## src/rtl/ahb_uart_pkg.sv

```systemverilog
// Shared register offsets, bit positions and FSM encodings for the AHB-Lite UART.
package ahb_uart_pkg;

   localparam logic [1:0] REG_TXDATA = 2'd0;
   localparam logic [1:0] REG_RXDATA = 2'd1;
   localparam logic [1:0] REG_STATUS = 2'd2;
   localparam logic [1:0] REG_CTRL   = 2'd3;

   localparam int ST_TX_FULL   = 0;
   localparam int ST_TX_EMPTY  = 1;
   localparam int ST_RX_VALID  = 2;
   localparam int ST_RX_FULL   = 3;
   localparam int ST_OVERRUN   = 4;
   localparam int ST_FRAME_ERR = 5;
   localparam int ST_TX_BUSY   = 6;

   localparam int CTRL_RX_IE  = 16;
   localparam int CTRL_TXE_IE = 17;

   typedef enum logic [1:0] {TX_IDLE, TX_START, TX_DATA, TX_STOP} txState_e;
   typedef enum logic [1:0] {RX_IDLE, RX_START, RX_DATA, RX_STOP} rxState_e;

   // Counter reload for the mid-start-bit check: (div+1)>>1 clocks total.
   function automatic logic [15:0] halfBit(input logic [15:0] div);
      logic [16:0] h;
      h = ({1'b0, div} + 17'd1) >> 1;
      return (h == 17'd0) ? 16'd0 : 16'(h - 17'd1);
   endfunction

endpackage

```

## src/rtl/ahb_uart_fifo.sv

```systemverilog
// Synchronous FIFO; a push on a full FIFO succeeds only when a pop happens in the same cycle.
module ahb_uart_fifo #(
   parameter int DEPTH = 8,
   parameter int WIDTH = 8
) (
   input  logic                         clk,
   input  logic                         rst,
   input  logic                         push_i,
   input  logic                         pop_i,
   input  logic [WIDTH-1:0]             wdata_i,
   output logic [WIDTH-1:0]             rdata_o,
   output logic                         full_o,
   output logic                         empty_o,
   output logic [$clog2(DEPTH+1)-1:0]   count_o
);

   localparam int AW = $clog2(DEPTH);
   localparam int CW = $clog2(DEPTH + 1);

   logic [WIDTH-1:0] mem_q [DEPTH];
   logic [AW-1:0]    wrPtr_q, rdPtr_q;
   logic [CW-1:0]    count_q, count_d;
   logic             doPush, doPop;

   assign doPop  = pop_i & (count_q != '0);
   assign doPush = push_i & ((count_q != CW'(DEPTH)) | doPop);

   always_comb begin
      count_d = count_q;
      case ({doPush, doPop})
         2'b10:   count_d = count_q + CW'(1);
         2'b01:   count_d = count_q - CW'(1);
         default: count_d = count_q;
      endcase
   end

   always_ff @(posedge clk or posedge rst) begin
      if (rst) begin
         wrPtr_q <= '0;
         rdPtr_q <= '0;
         count_q <= '0;
      end else begin
         if (doPush) wrPtr_q <= wrPtr_q + AW'(1);
         if (doPop)  rdPtr_q <= rdPtr_q + AW'(1);
         count_q <= count_d;
      end
   end

   always_ff @(posedge clk) begin
      if (doPush) mem_q[wrPtr_q] <= wdata_i;
   end

   assign rdata_o = mem_q[rdPtr_q];
   assign full_o  = (count_q == CW'(DEPTH));
   assign empty_o = (count_q == '0);
   assign count_o = count_q;

endmodule

```

## src/rtl/ahb_uart_lite.sv

```systemverilog
// AHB-Lite UART slave: 8N1 TX/RX with FIFOs, programmable divisor, sticky error flags.
// Define AHB_UART_IRQ_EN to implement CTRL[17:16] interrupt enables and the registered irq output.
module ahb_uart_lite
   import ahb_uart_pkg::*;
#(
   parameter int          FIFO_DEPTH  = 8,
   parameter logic [15:0] DEFAULT_DIV = 16'd433
) (
   input  logic        clk,
   input  logic        rst,
   input  logic        hsel,
   input  logic [31:0] haddr,
   input  logic [1:0]  htrans,
   input  logic        hwrite,
   input  logic [2:0]  hsize,
   input  logic [31:0] hwdata,
   input  logic        hready,
   output logic        hreadyout,
   output logic        hresp,
   output logic [31:0] hrdata,
   input  logic        uart_rx,
   output logic        uart_tx,
   output logic        irq
);

   localparam int CW = $clog2(FIFO_DEPTH + 1);

   logic        dphValid_q, dphWrite_q;
   logic [1:0]  dphAddr_q;
   logic [15:0] div_q;
   logic        overrun_q, frameErr_q;
   logic        wrEn, rdEn, txPush, rxPop, statusW1c, ctrlWr;
   logic        txFull, txEmpty, txPop, rxFull, rxEmpty, rxPushReq, frameErrSet;
   logic [7:0]  txFifoData, rxFifoData;
   logic [CW-1:0] unusedTxCount, unusedRxCount;
   logic [31:0] statusWord, ctrlWord;
   logic        unusedOk;

   txState_e    txState_q, txState_d;
   logic [15:0] txCnt_q, txCnt_d;
   logic [2:0]  txBit_q, txBit_d;
   logic [7:0]  txShift_q, txShift_d;
   logic        txOut_q, txOut_d;

   rxState_e    rxState_q, rxState_d;
   logic [15:0] rxCnt_q, rxCnt_d;
   logic [2:0]  rxBit_q, rxBit_d;
   logic [7:0]  rxShift_q, rxShift_d;
   logic        rxSync1_q, rxSync2_q, rxPrev_q;

   assign hreadyout = 1'b1;
   assign hresp     = 1'b0;
   assign unusedOk  = ^{haddr[31:4], haddr[1:0], hsize, hwdata, unusedTxCount, unusedRxCount};

   assign wrEn      = dphValid_q & dphWrite_q;
   assign rdEn      = dphValid_q & ~dphWrite_q;
   assign txPush    = wrEn & (dphAddr_q == REG_TXDATA);
   assign statusW1c = wrEn & (dphAddr_q == REG_STATUS);
   assign ctrlWr    = wrEn & (dphAddr_q == REG_CTRL);
   assign rxPop     = rdEn & (dphAddr_q == REG_RXDATA) & ~rxEmpty;

   ahb_uart_fifo #(.DEPTH(FIFO_DEPTH), .WIDTH(8)) txFifo (
      .clk(clk), .rst(rst), .push_i(txPush), .pop_i(txPop), .wdata_i(hwdata[7:0]),
      .rdata_o(txFifoData), .full_o(txFull), .empty_o(txEmpty), .count_o(unusedTxCount)
   );

   ahb_uart_fifo #(.DEPTH(FIFO_DEPTH), .WIDTH(8)) rxFifo (
      .clk(clk), .rst(rst), .push_i(rxPushReq), .pop_i(rxPop), .wdata_i(rxShift_q),
      .rdata_o(rxFifoData), .full_o(rxFull), .empty_o(rxEmpty), .count_o(unusedRxCount)
   );

   // Error flags: a new set in the same cycle as a W1C clear wins.
   always_ff @(posedge clk or posedge rst) begin
      if (rst) begin
         dphValid_q <= 1'b0;
         dphWrite_q <= 1'b0;
         dphAddr_q  <= 2'd0;
         div_q      <= DEFAULT_DIV;
         overrun_q  <= 1'b0;
         frameErr_q <= 1'b0;
      end else begin
         dphValid_q <= hsel & htrans[1] & hready;
         if (hsel & htrans[1] & hready) begin
            dphWrite_q <= hwrite;
            dphAddr_q  <= haddr[3:2];
         end
         if (ctrlWr) div_q <= hwdata[15:0];
         overrun_q  <= (overrun_q & ~(statusW1c & hwdata[ST_OVERRUN]))
                       | (rxPushReq & rxFull & ~rxPop);
         frameErr_q <= (frameErr_q & ~(statusW1c & hwdata[ST_FRAME_ERR])) | frameErrSet;
      end
   end

`ifdef AHB_UART_IRQ_EN
   logic rxIe_q, txeIe_q, irq_q;

   always_ff @(posedge clk or posedge rst) begin
      if (rst) begin
         rxIe_q  <= 1'b0;
         txeIe_q <= 1'b0;
         irq_q   <= 1'b0;
      end else begin
         if (ctrlWr) begin
            rxIe_q  <= hwdata[CTRL_RX_IE];
            txeIe_q <= hwdata[CTRL_TXE_IE];
         end
         irq_q <= (rxIe_q & ~rxEmpty) | (txeIe_q & txEmpty);
      end
   end

   assign irq      = irq_q;
   assign ctrlWord = {14'b0, txeIe_q, rxIe_q, div_q};
`else
   assign irq      = 1'b0;
   assign ctrlWord = {16'b0, div_q};
`endif

   assign statusWord = {25'b0, (txState_q != TX_IDLE), frameErr_q, overrun_q,
                        rxFull, ~rxEmpty, txEmpty, txFull};

   always_comb begin
      hrdata = 32'd0;
      if (rdEn) begin
         case (dphAddr_q)
            REG_TXDATA: hrdata = 32'd0;
            REG_RXDATA: hrdata = rxEmpty ? 32'd0 : {23'b0, 1'b1, rxFifoData};
            REG_STATUS: hrdata = statusWord;
            REG_CTRL:   hrdata = ctrlWord;
         endcase
      end
   end

   // TX engine: every bit lasts div_q+1 clocks, reloading the divisor at each bit boundary.
   always_comb begin
      txState_d = txState_q;
      txCnt_d   = txCnt_q;
      txBit_d   = txBit_q;
      txShift_d = txShift_q;
      txPop     = 1'b0;
      case (txState_q)
         TX_IDLE: begin
            if (!txEmpty) begin
               txState_d = TX_START;
               txPop     = 1'b1;
               txShift_d = txFifoData;
               txCnt_d   = div_q;
            end
         end
         TX_START: begin
            if (txCnt_q == 16'd0) begin
               txState_d = TX_DATA;
               txBit_d   = 3'd0;
               txCnt_d   = div_q;
            end else begin
               txCnt_d = txCnt_q - 16'd1;
            end
         end
         TX_DATA: begin
            if (txCnt_q == 16'd0) begin
               txCnt_d   = div_q;
               txShift_d = txShift_q >> 1;
               if (txBit_q == 3'd7) txState_d = TX_STOP;
               else                 txBit_d   = txBit_q + 3'd1;
            end else begin
               txCnt_d = txCnt_q - 16'd1;
            end
         end
         TX_STOP: begin
            if (txCnt_q == 16'd0) begin
               if (!txEmpty) begin
                  txState_d = TX_START;
                  txPop     = 1'b1;
                  txShift_d = txFifoData;
                  txCnt_d   = div_q;
               end else begin
                  txState_d = TX_IDLE;
               end
            end else begin
               txCnt_d = txCnt_q - 16'd1;
            end
         end
      endcase
      txOut_d = (txState_d == TX_START) ? 1'b0 :
                (txState_d == TX_DATA)  ? txShift_d[0] : 1'b1;
   end

   always_ff @(posedge clk or posedge rst) begin
      if (rst) begin
         txState_q <= TX_IDLE;
         txCnt_q   <= 16'd0;
         txBit_q   <= 3'd0;
         txShift_q <= 8'd0;
         txOut_q   <= 1'b1;
      end else begin
         txState_q <= txState_d;
         txCnt_q   <= txCnt_d;
         txBit_q   <= txBit_d;
         txShift_q <= txShift_d;
         txOut_q   <= txOut_d;
      end
   end

   assign uart_tx = txOut_q;

   // RX engine: start detected on a synchronized falling edge, bits sampled mid-period.
   always_comb begin
      rxState_d   = rxState_q;
      rxCnt_d     = rxCnt_q;
      rxBit_d     = rxBit_q;
      rxShift_d   = rxShift_q;
      rxPushReq   = 1'b0;
      frameErrSet = 1'b0;
      case (rxState_q)
         RX_IDLE: begin
            if (!rxSync2_q && rxPrev_q) begin
               rxState_d = RX_START;
               rxCnt_d   = halfBit(div_q);
            end
         end
         RX_START: begin
            if (rxCnt_q == 16'd0) begin
               if (!rxSync2_q) begin
                  rxState_d = RX_DATA;
                  rxBit_d   = 3'd0;
                  rxCnt_d   = div_q;
               end else begin
                  rxState_d = RX_IDLE;
               end
            end else begin
               rxCnt_d = rxCnt_q - 16'd1;
            end
         end
         RX_DATA: begin
            if (rxCnt_q == 16'd0) begin
               rxShift_d = {rxSync2_q, rxShift_q[7:1]};
               rxCnt_d   = div_q;
               if (rxBit_q == 3'd7) rxState_d = RX_STOP;
               else                 rxBit_d   = rxBit_q + 3'd1;
            end else begin
               rxCnt_d = rxCnt_q - 16'd1;
            end
         end
         RX_STOP: begin
            if (rxCnt_q == 16'd0) begin
               rxState_d   = RX_IDLE;
               rxPushReq   = rxSync2_q;
               frameErrSet = ~rxSync2_q;
            end else begin
               rxCnt_d = rxCnt_q - 16'd1;
            end
         end
      endcase
   end

   always_ff @(posedge clk or posedge rst) begin
      if (rst) begin
         rxSync1_q <= 1'b1;
         rxSync2_q <= 1'b1;
         rxPrev_q  <= 1'b1;
         rxState_q <= RX_IDLE;
         rxCnt_q   <= 16'd0;
         rxBit_q   <= 3'd0;
         rxShift_q <= 8'd0;
      end else begin
         rxSync1_q <= uart_rx;
         rxSync2_q <= rxSync1_q;
         rxPrev_q  <= rxSync2_q;
         rxState_q <= rxState_d;
         rxCnt_q   <= rxCnt_d;
         rxBit_q   <= rxBit_d;
         rxShift_q <= rxShift_d;
      end
   end

endmodule

```

## config.mk

```make
export PLATFORM = sky130hd
export DESIGN_NAME = ahb_uart_lite
export DESIGN_NICKNAME = d
export VERILOG_FILES = /design/src/rtl/ahb_uart_pkg.sv /design/src/rtl/ahb_uart_fifo.sv /design/src/rtl/ahb_uart_lite.sv
export SDC_FILE = /design/constraint.sdc
export NUM_CORES = 1
export LEC_CHECK = 0
export CORE_MARGIN = 1
export CORE_UTILIZATION = 45
export CTS_CLUSTER_DIAMETER = 60
export DETAILED_ROUTE_END_ITERATION = 12
export PLACE_DENSITY = 0.64
export SLEW_MARGIN = 10
export SYNTH_ARGS = -nofsm -noshare
export SYNTH_HDL_FRONTEND = slang
export SYNTH_SLANG_ARGS = --single-unit
```

## constraint.sdc

```tcl
create_clock -name clk -period 8.2 [get_ports clk]
set_input_delay 2.46 -clock clk [delete_from_list [all_inputs] [get_ports clk]]
set_output_delay 2.46 -clock clk [all_outputs]
set_load 0.1 [all_outputs]
```

# Word-level counts from Yosys, hierarchy flattened

Memory sizes are Yosys's and may differ from the RTL's.
Cells that the tools add are included.

$add $sub $neg: 14
Reduce and logical (&&, ||, !) cells: 25
Equality and inequality tests: 34
Bitwise operators: 29
Multiplexer cells: 56

Operator list:

| cell                    | number |
|---|---|
| $mux W16                | 9 |
| $pmux W32 S4            | 1 |
| $pmux W16 S4            | 1 |
| $pmux W16 S3            | 1 |
| $sub A16 B1 Y16 const B | 3 |
| $logic_not A16 Y1       | 2 |
| $mux W32                | 1 |
| $mux W8                 | 3 |
| $ne A2 B2 Y1 const B    | 12 |
| $pmux W8 S3             | 1 |
| $mux W2                 | 11 |
| $mux W3                 | 7 |
| $and A1 B1 Y1           | 19 |
| $add A3 B1 Y3 const B   | 6 |
| $eq A2 B2 Y1 const B    | 9 |
| $add A16 B1 Y17 const B | 1 |
| $logic_not A17 Y1       | 1 |
| $pmux W2 S4             | 2 |
| $pmux W4 S2             | 2 |
| $mux W1                 | 13 |
| $eq A2 B1 Y1 const B    | 6 |
| $pmux W3 S2             | 2 |
| $reduce_and A5 Y1       | 2 |
| $reduce_bool A2 Y1      | 5 |
| 20 further kinds        | 38 |

Logic and storage cells: 185
Output and inout port bits: 36
Memories kept: 2
Flip-flop bits (word level): 104
Bits in writable memories: 128

Memory list:

| memory       | words | bits a word | rd ports | clocked after memory_dff | write ports | line                | RTL |
|---|---|---|---|---|---|---|---|
| rxFifo.mem_q | 8     | 8           | 1        | 0                        | 1           | ahb_uart_fifo.sv:20 | `logic [WIDTH-1:0] mem_q [DEPTH];` |
| txFifo.mem_q | 8     | 8           | 1        | 0                        | 1           | ahb_uart_fifo.sv:20 |  |

# Depth between registers and ports, before layout

Gate-level depths: netlist (run 1).

Word-level depth: 9
Depth in mapped cells: 13
Gate-level depth less buffers: 12

# Modules after synthesis

Synthesis (run 1) repeated with hierarchy kept, for this count alone.

Cell total of the unflattened synthesis: 1040
Area, all modules: 12339.3 µm²

Modules (own cells, without submodules):

| module        | cells an instance | area each (µm²) | seq. area each (µm²) | times used |
|---|---|---|---|---|
| ahb_uart_lite | 720               | 6203.4          | 2113.3               | 1 |
| ahb_uart_fifo | 160               | 3067.9          | 2172.1               | 2 |

# Worst setup path before layout (run 1)

No wires, ideal clock.

Path kind: register to output
From: register rxFifo.rdPtr_q[0]
To: output port hrdata[6]
Arrival time: 3115 ps
Stages on the path, launching flop included: 7
Path buffers: 2
Required time: 5740 ps
Slack: 2625 ps
Cell sequence: dfrtp_1 > clkbuf_1 > buf_1 > mux4_2 > mux2_2 > a22oi_1 > nor2_1

Word-level cells in the longest chain between the ends: 4

Ends and longest elaborated chain:

| what                   | line                 | RTL |
|---|---|---|
| start, declared        | ahb_uart_fifo.sv:21  | `logic [AW-1:0] wrPtr_q, rdPtr_q;` |
| start signal, assigned | ahb_uart_fifo.sv:44  | `if (doPop) rdPtr_q <= rdPtr_q + AW'(1);` |
| $mem_v2 Z8 W8          | --                   |  |
| $mux W9                | ahb_uart_lite.sv:126 | `REG_RXDATA: hrdata = rxEmpty ? 32'd0 : {23'b0, 1'b1, rxFifoData};` |
| $pmux W32 S4           | ahb_uart_lite.sv:124 | `case (dphAddr_q)` |
| $mux W32               | ahb_uart_lite.sv:123 | `if (rdEn) begin` |
| end, declared          | ahb_uart_lite.sv:20  | `output logic [31:0] hrdata,` |

No other way between the ends. The select of a mux whose other input is x is not followed.

# Worst setup path after layout (run 1)

From: register dphAddr_q[0]
To: output port hrdata[8]

Word-level cells in the longest chain between the ends: 3
Elaborated cells between the ends (all ways): 6
Those cells by class: eq/ne (3); mux (2); reduce/logical (1)

Ends and longest elaborated chain:

| what                                 | line                 | RTL |
|---|---|---|
| start, declared                      | ahb_uart_lite.sv:29  | `logic [1:0] dphAddr_q;` |
| start signal, assigned               | ahb_uart_lite.sv:85  | `dphAddr_q <= haddr[3:2];` |
| $eq A2 B2 Y1 (tied with other cells) | ahb_uart_lite.sv:124 |  |
| $pmux W32 S4 *                       | ahb_uart_lite.sv:124 |  |
| $mux W32 *                           | ahb_uart_lite.sv:123 |  |

Every way passes the cells marked *; elsewhere a longest branch is shown, timed or not. The select of a mux whose other input is x is not followed.

==> flow_metrics.py, run 1 <==
metrics = {
    "worst_setup_path": {
        "cp-start-kind": "flip-flop",
        "r2r_start": "rxCnt_q[2]",
        "arrival_ns": 3.75,
        "r2r-end": "rxFifo.mem_q[6][2]",
        "reg2reg_slack_ns": 4.29,
        "end_kind": "primary output",
        "worstPathRequired_ns": 5.74,
        "ff2ff_path_depth": 7,
        "critical_path_class": "flip-flop to primary output",
        "crit_fanout": 19,
    },
    "die": {
        "start_util_pct": 46.1,
        "die_w_um": 166,
        "die_area_um2": 27400,
        "io_pins": 111,
        "core-area_um2": 26100,
        "num_rows": 59,
        "die_y_um": 166,
    },
    "timing": {
        "finalCritPeriodShare_pct": 75.8,
        "rsz0062_at_grt": "no",
        "setup_viol": 0,
        "fmax_ghz": 0.161,
        "worst_pin_slew_ns": 1.10,
        "fin_skew_ns": 0.0166,
        "fin_setup_tns_ns": 0,
        "maxSlewViolCount": 0,
        "layout_min_cycle_time_ns": 6.21,
        "report.final.hold_viol_count": 0,
        "slew_headroom_pct": 26.7,
        "whs_ns": 0.356,
    },
    "synthesis": {
        "ys_top_cells_by_count": "edfxtp_1, dfrtp_1, nand2_1, nor2_1, mux2_2",
        "ys_seq_area_share_pct": 53.6,
        "ys_types": 83,
        "synthFlopType": "edfxtp_1",
        "synth_top_cell_by_area": "edfxtp_1",
        "avgSynthCellArea_um2": 12.2,
        "syn_area_um2": 12100,
        "synth_edf_count": 128,
        "yosysWarnings": 0,
        "synth_top_area_share_pct": 31.9,
        "async_reset_ff_share_pct": 44.8,
        "ys_ff_latch": 232,
        "syn_inst": 989,
        "yosys-top-cells-area": "edfxtp_1, dfrtp_1, mux4_2, mux2_2, xnor2_1",
        "synth.most_common_cell": "edfxtp_1",
    },
    "finish": {
        "diodes": 0,
        "utilization_pct": 52.1,
        "nFillCells": 2236,
        "synthToLayoutAreaGrowth_pct": 12.9,
        "multiInputGateArea_um2": 5180,
        "regArea_um2": 6460,
        "finalInstanceArea_um2": 13600,
        "layout.nets": 1117,
        "drive_gt1_share_pct": 15.9,
    },
    "global_routing": {
        "grt_usage_pct": 18.7,
        "grt_pass1_vias": 7661,
        "grt_first_pass_wirelength_um": 41400,
        "antenna_found_initial": 0,
        "grt-ovfl-total": 0,
        "grt_max_degree": 56,
    },
    "detailed_routing": {
        "wl_um": 25200,
        "viasPerCell": 5.68,
        "wl_per_cell_um": 18.4,
        "drtIter0Drc": 625,
        "vias": 7762,
        "remaining_drc_errors": 13,
        "antenna_left": 0,
        "drt_pass1_iterations": 9,
    },
    "clock_tree": {
        "htree_levels": 1,
        "cts_resized": 0,
        "clkLatencyLatePin_ns": 0.53,
        "cts_setup_buffers": 0,
        "cts_tree": "built",
        "cts_root_buffer": "clkbuf_16",
        "numCtsBuffers": 26,
        "clkSinkCount": 232,
        "clk_pin_slew_ns": 0.06,
        "cts_hold_buf": 0,
        "clockBufferDepth": 3,
    },
    "min_path": {
        "hold_start": "rxSync1_q",
        "holdPathEnd": "rxSync2_q",
        "hp-class": "flip-flop to flip-flop",
        "holdPathStages": 0,
    },
    "placed_design": {
        "gp_congestion": 0.835,
        "dpl.hpwl_um": 16500,
        "placed_cell_area_um2": 12700,
        "io_buffers": 41,
    },
    "run_status": {
        "status": "finished with violations",
        "violations": "DRC",
    },
    "power": {
        "leakage_uw": 0.00514,
        "vdd_ir_drop_max_mv": 0.204,
        "power.density_nw_per_um2": 325,
    },
    "job": {
        "maxCapViolations": 0,
    },
}
metrics by stage:
step                      power [uW]  instances  worst slack (ns)
after floorplan                 2840       1006              2.62
after global placement          3150       1319              2.60
after detailed placement        3170       1319              2.54
after CTS                       4450       1367              1.97
after global routing            4700       1367              1.76
final                           4420       1367              1.99
worst max path at each step:
stage	from	to	cells after the start
global route	dphAddr_q[0]	hrdata[8]	4
finish	dphAddr_q[0]	hrdata[8]	4
detailed placement	dphAddr_q[0]	hrdata[8]	4
global placement	dphAddr_q[0]	hrdata[8]	4
CTS	dphAddr_q[0]	hrdata[8]	4
floorplan	rxFifo.rdPtr_q[0]	hrdata[6]	6
layout make-up:
cell class	count	area share, %
clock buffers	29	5.02
clock inverters	19	1.89
inverters	26	0.735
multi-input cells	671	38.0
flip-flops and latches	232	47.4
well taps	335	3.08
repair buffers	55	3.79
layer usage:
layer,global-route usage (%),wire length [um],vias up,part of all wire [%]
li1,-,-,3718,-
met3,2.46,1050,25,4.2
met5,0,0,-,0
met1,26.4,11900,3837,47
met4,3.94,350,0,1.4
met2,31.0,11900,182,47
power by group:
| part | internal, uW | switching, uW |
|---|---|---|
| Clock | 791 | 476 |
| Sequential | 1400 | 319 |
| Combinational | 654 | 781 |
| Total | 2850 | 1580 |
worst max-delay path: stages (launching register included):
cell and delay [ns]:
dfrtp_1 0.68, nor3b_1 0.77, nand2_1 0.40, nand2_1 0.22, clkdlybuf4s50_1 1.15
flip-flops by register name (all words and copies together) (netlist names), 4 cells and up, named ones only:
name and flops:
rxShift_q 8, div_q 16, rxFifo.count_o 4, rxCnt_q 16, txShift_q 8, txCnt_q 16, rxFifo.mem_q 64, txFifo.count_o 4
txFifo.mem_q 64
placed cells by master, fill, tap and decap left out, drive strengths merged, types with 9 or more instances in the layout:
cell and count:
a22oi 39, clkbuf 29, or4 9, buf 14
nor2 65, inv 29, xnor2 41, mux4 32
clkdlybuf4s50 41, a21oi 25, nor4 12, nand2b 10
mux2i 29, nand2 77, conb 19, mux2 44
dfstp 9, a22o 11, xor2 18, o21ai 41
or3 10, nand4 9, nand3 15, nor3 26
edfxtp 128, and2 11, o22ai 18, ha 28
dfrtp 95
cells by family after synthesis:
logic type	Yosys count	share of synthesized area, %
buf+inv	103	4.12
flops	232	53.6
simple gates	274	11.7
xor+xnor	59	4.29
other cells	2	0.0623
fa+ha+maj	30	3.24
compound gates	184	10.5
mux	105	12.5
(Power assumes the default switching activity.)
==> run 2: changes to the inputs <==
--- a/config.mk
+++ b/config.mk
@@ -9,7 +9,7 @@
 export CORE_UTILIZATION = 45
 export CTS_CLUSTER_DIAMETER = 60
 export DETAILED_ROUTE_END_ITERATION = 12
-export PLACE_DENSITY = 0.64
+export PLACE_DENSITY = 0.66
 export SLEW_MARGIN = 10
 export SYNTH_ARGS = -nofsm -noshare
 export SYNTH_HDL_FRONTEND = slang
==> constraint.sdc (replaced) <==
create_clock -name clk -period 5 [get_ports clk]
set_input_delay 1.5 -clock clk [delete_from_list [all_inputs] [get_ports clk]]
set_output_delay 1.5 -clock clk [all_outputs]
set_load 0.1 [all_outputs]
==> flow_metrics.py, run 2 (synthesized netlist as in run 1, its figures left out) <==
metrics = {
    "detailed_routing": {
        "remaining_drc_errors": 11,
        "antenna_left": 0,
        "viasPerCell": 5.72,
        "dr_wl_met2_um": 12300,
        "drtIter0Drc": 503,
        "wl_met3_um": 1190,
        "vias": 7887,
        "drt_pass1_iterations": 9,
        "top_layer_used": "met4",
        "wl_per_cell_um": 18.8,
        "drt-met1-wl_um": 11900,
        "wl_um": 25900,
    },
    "power": {
        "leakage_uw": 0.00521,
        "p_sw_share_pct": 36.8,
        "power.density_nw_per_um2": 529,
        "switchingPower_uw": 2650,
        "pwr-share-comb_pct": 33.1,
        "p_seq_share_pct": 39.0,
        "p_int_uw": 4550,
        "vdd_ir_drop_max_mv": 0.385,
        "power_frac_clock_pct": 27.9,
    },
    "finish": {
        "layout.nets": 1125,
        "synthToLayoutAreaGrowth_pct": 12.9,
        "drive_gt1_share_pct": 18.0,
        "diodes": 0,
        "fin_cells": 1378,
        "layout_commonest_cell": "edfxtp_1",
        "most-common-layout-cells": "edfxtp_1, dfrtp_1, nand2_1, nor2_1, mux2_2",
        "reg_top3": "rxFifo.mem_q: 64 flops, txFifo.mem_q: 64 flops",
    },
    "die": {
        "die_area_um2": 27400,
        "num_rows": 59,
        "start_util_pct": 46.1,
        "die_y_um": 166,
        "io_pins": 111,
        "die_w_um": 166,
        "core-area_um2": 26100,
    },
    "worst_setup_path": {
        "worstPathRequired_ns": 3.50,
        "crit_fanout": 10,
        "reg2reg_slack_ns": 1.16,
        "r2r_start": "rxCnt_q[2]",
        "r2r-end": "rxFifo.mem_q[6][1]",
        "arrival_ns": 2.96,
        "ff2ff_path_depth": 7,
        "end_kind": "primary output",
        "critical_path_class": "flip-flop to primary output",
        "cp-start-kind": "flip-flop",
    },
    "global_routing": {
        "grt_usage_pct": 19.2,
        "grt_pass1_vias": 7752,
        "grt_max_degree": 57,
        "grt_first_pass_wirelength_um": 42200,
        "grt-ovfl-total": 0,
        "antenna_found_initial": 0,
    },
    "clock_tree": {
        "clockBufferDepth": 3,
        "cts_hold_buf": 0,
        "numCtsBuffers": 29,
        "cts_setup_buffers": 0,
        "cts_resized": 0,
        "cts_root_buffer": "clkbuf_16",
        "clkLatencyLatePin_ns": 0.55,
        "cts_tree": "built",
        "htree_levels": 1,
        "clk_pin_slew_ns": 0.06,
        "clkSinkCount": 232,
    },
    "run_status": {
        "status": "finished with violations",
        "violations": "DRC",
    },
    "timing": {
        "worst_pin_slew_ns": 1.04,
        "report.final.hold_viol_count": 0,
        "fin_setup_tns_ns": 0,
        "fmax_ghz": 0.224,
        "slew_headroom_pct": 30.2,
        "rsz0062_at_grt": "no",
        "layout_min_cycle_time_ns": 4.46,
        "finalCritPeriodShare_pct": 89.1,
        "fin_skew_ns": 0.00799,
        "maxSlewViolCount": 0,
        "setup_viol": 0,
    },
    "placed_design": {
        "dpl.hpwl_um": 16900,
        "io_buffers": 41,
        "dp_cells": 1324,
        "gp_congestion": 0.839,
    },
    "min_path": {
        "hp-class": "flip-flop to flip-flop",
        "hold_start": "rxSync1_q",
        "holdPathEnd": "rxSync2_q",
        "holdPathStages": 0,
    },
    "job": {
        "maxCapViolations": 0,
    },
}
## run 2: cell types whose count changed in the layout (fill, tap and decap cells not counted), sizes merged
cell	previous run	this run
clkinvlp	2	1
clkbuf	29	32
inv	29	28
bufinv	6	2
clkinv	8	17
clkdlybuf4s50	41	25
buf	14	35
## run 2: worst max-delay path by stage
stage	cells past startpoint	slack, ns	to	startpoint
5_1_grt	6	0.38	hrdata[5]	rxFifo.rdPtr_q[0]
3_3_place_gp	6	1.07	hrdata[1]	rxFifo.rdPtr_q[0]
4_1_cts	6	0.47	hrdata[5]	rxFifo.rdPtr_q[0]
2_1_floorplan	6	0.38	hrdata[6]	rxFifo.rdPtr_q[0]
6_report	6	0.54	hrdata[1]	rxFifo.rdPtr_q[0]
3_5_place_dp	6	1.08	hrdata[0]	rxFifo.rdPtr_q[0]
## run 2: power by group through the flow
stage	clock [uW]	sequential (uW)	combinational (uW)
global placement	0	2820	2330
floorplan	0	2560	2100
CTS	2060	2800	2390
global route	2130	2860	2650
finish	2010	2810	2380
detailed placement	0	2840	2370
## run 2: final cells by class
cell class	count	area, um2
Multi-Input combinational cell	671	5180
Clock inverter	22	194
Tap cell	335	419
Timing Repair Buffer	60	526
Fill cell	2279	12500
Inverter	26	100
Clock buffer	32	737
Sequential cell	232	6460
## run 2: worst max-delay path, stage by stage (launching register included)
cell     delay, ns
dfrtp_1       0.67
buf_4         0.33
mux4_2        0.55
mux2_2        0.28
a22oi_1       0.18
nor2_1        0.11
buf_4         0.28
## run 2: stage by stage
step / setup slack [ns] / instance area, um2 / hold slack, ns / util (%) / power (uW)
CTS: 0.467 / 13600 / 0.358 / 52.1 / 7250
floorplan: 0.385 / 12100 / 0.345 / - / 4660
finish: 0.544 / 13600 / 0.361 / 52.1 / 7200
detailed placement: 1.08 / 12700 / 0.351 / 48.5 / 5200
global route: 0.378 / 13600 / 0.363 / 52.1 / 7640
global placement: 1.07 / 12700 / 0.346 / 48.5 / 5150
## run 2: routing by layer
| layer | vias to the layer above | global-route usage, % |
|---|---|---|
| met5 | - | 0 |
| met4 | 0 | 5.00 |
| met3 | 43 | 2.10 |
| met2 | 206 | 31.4 |
| met1 | 3897 | 27.3 |
| li1 | 3741 | - |
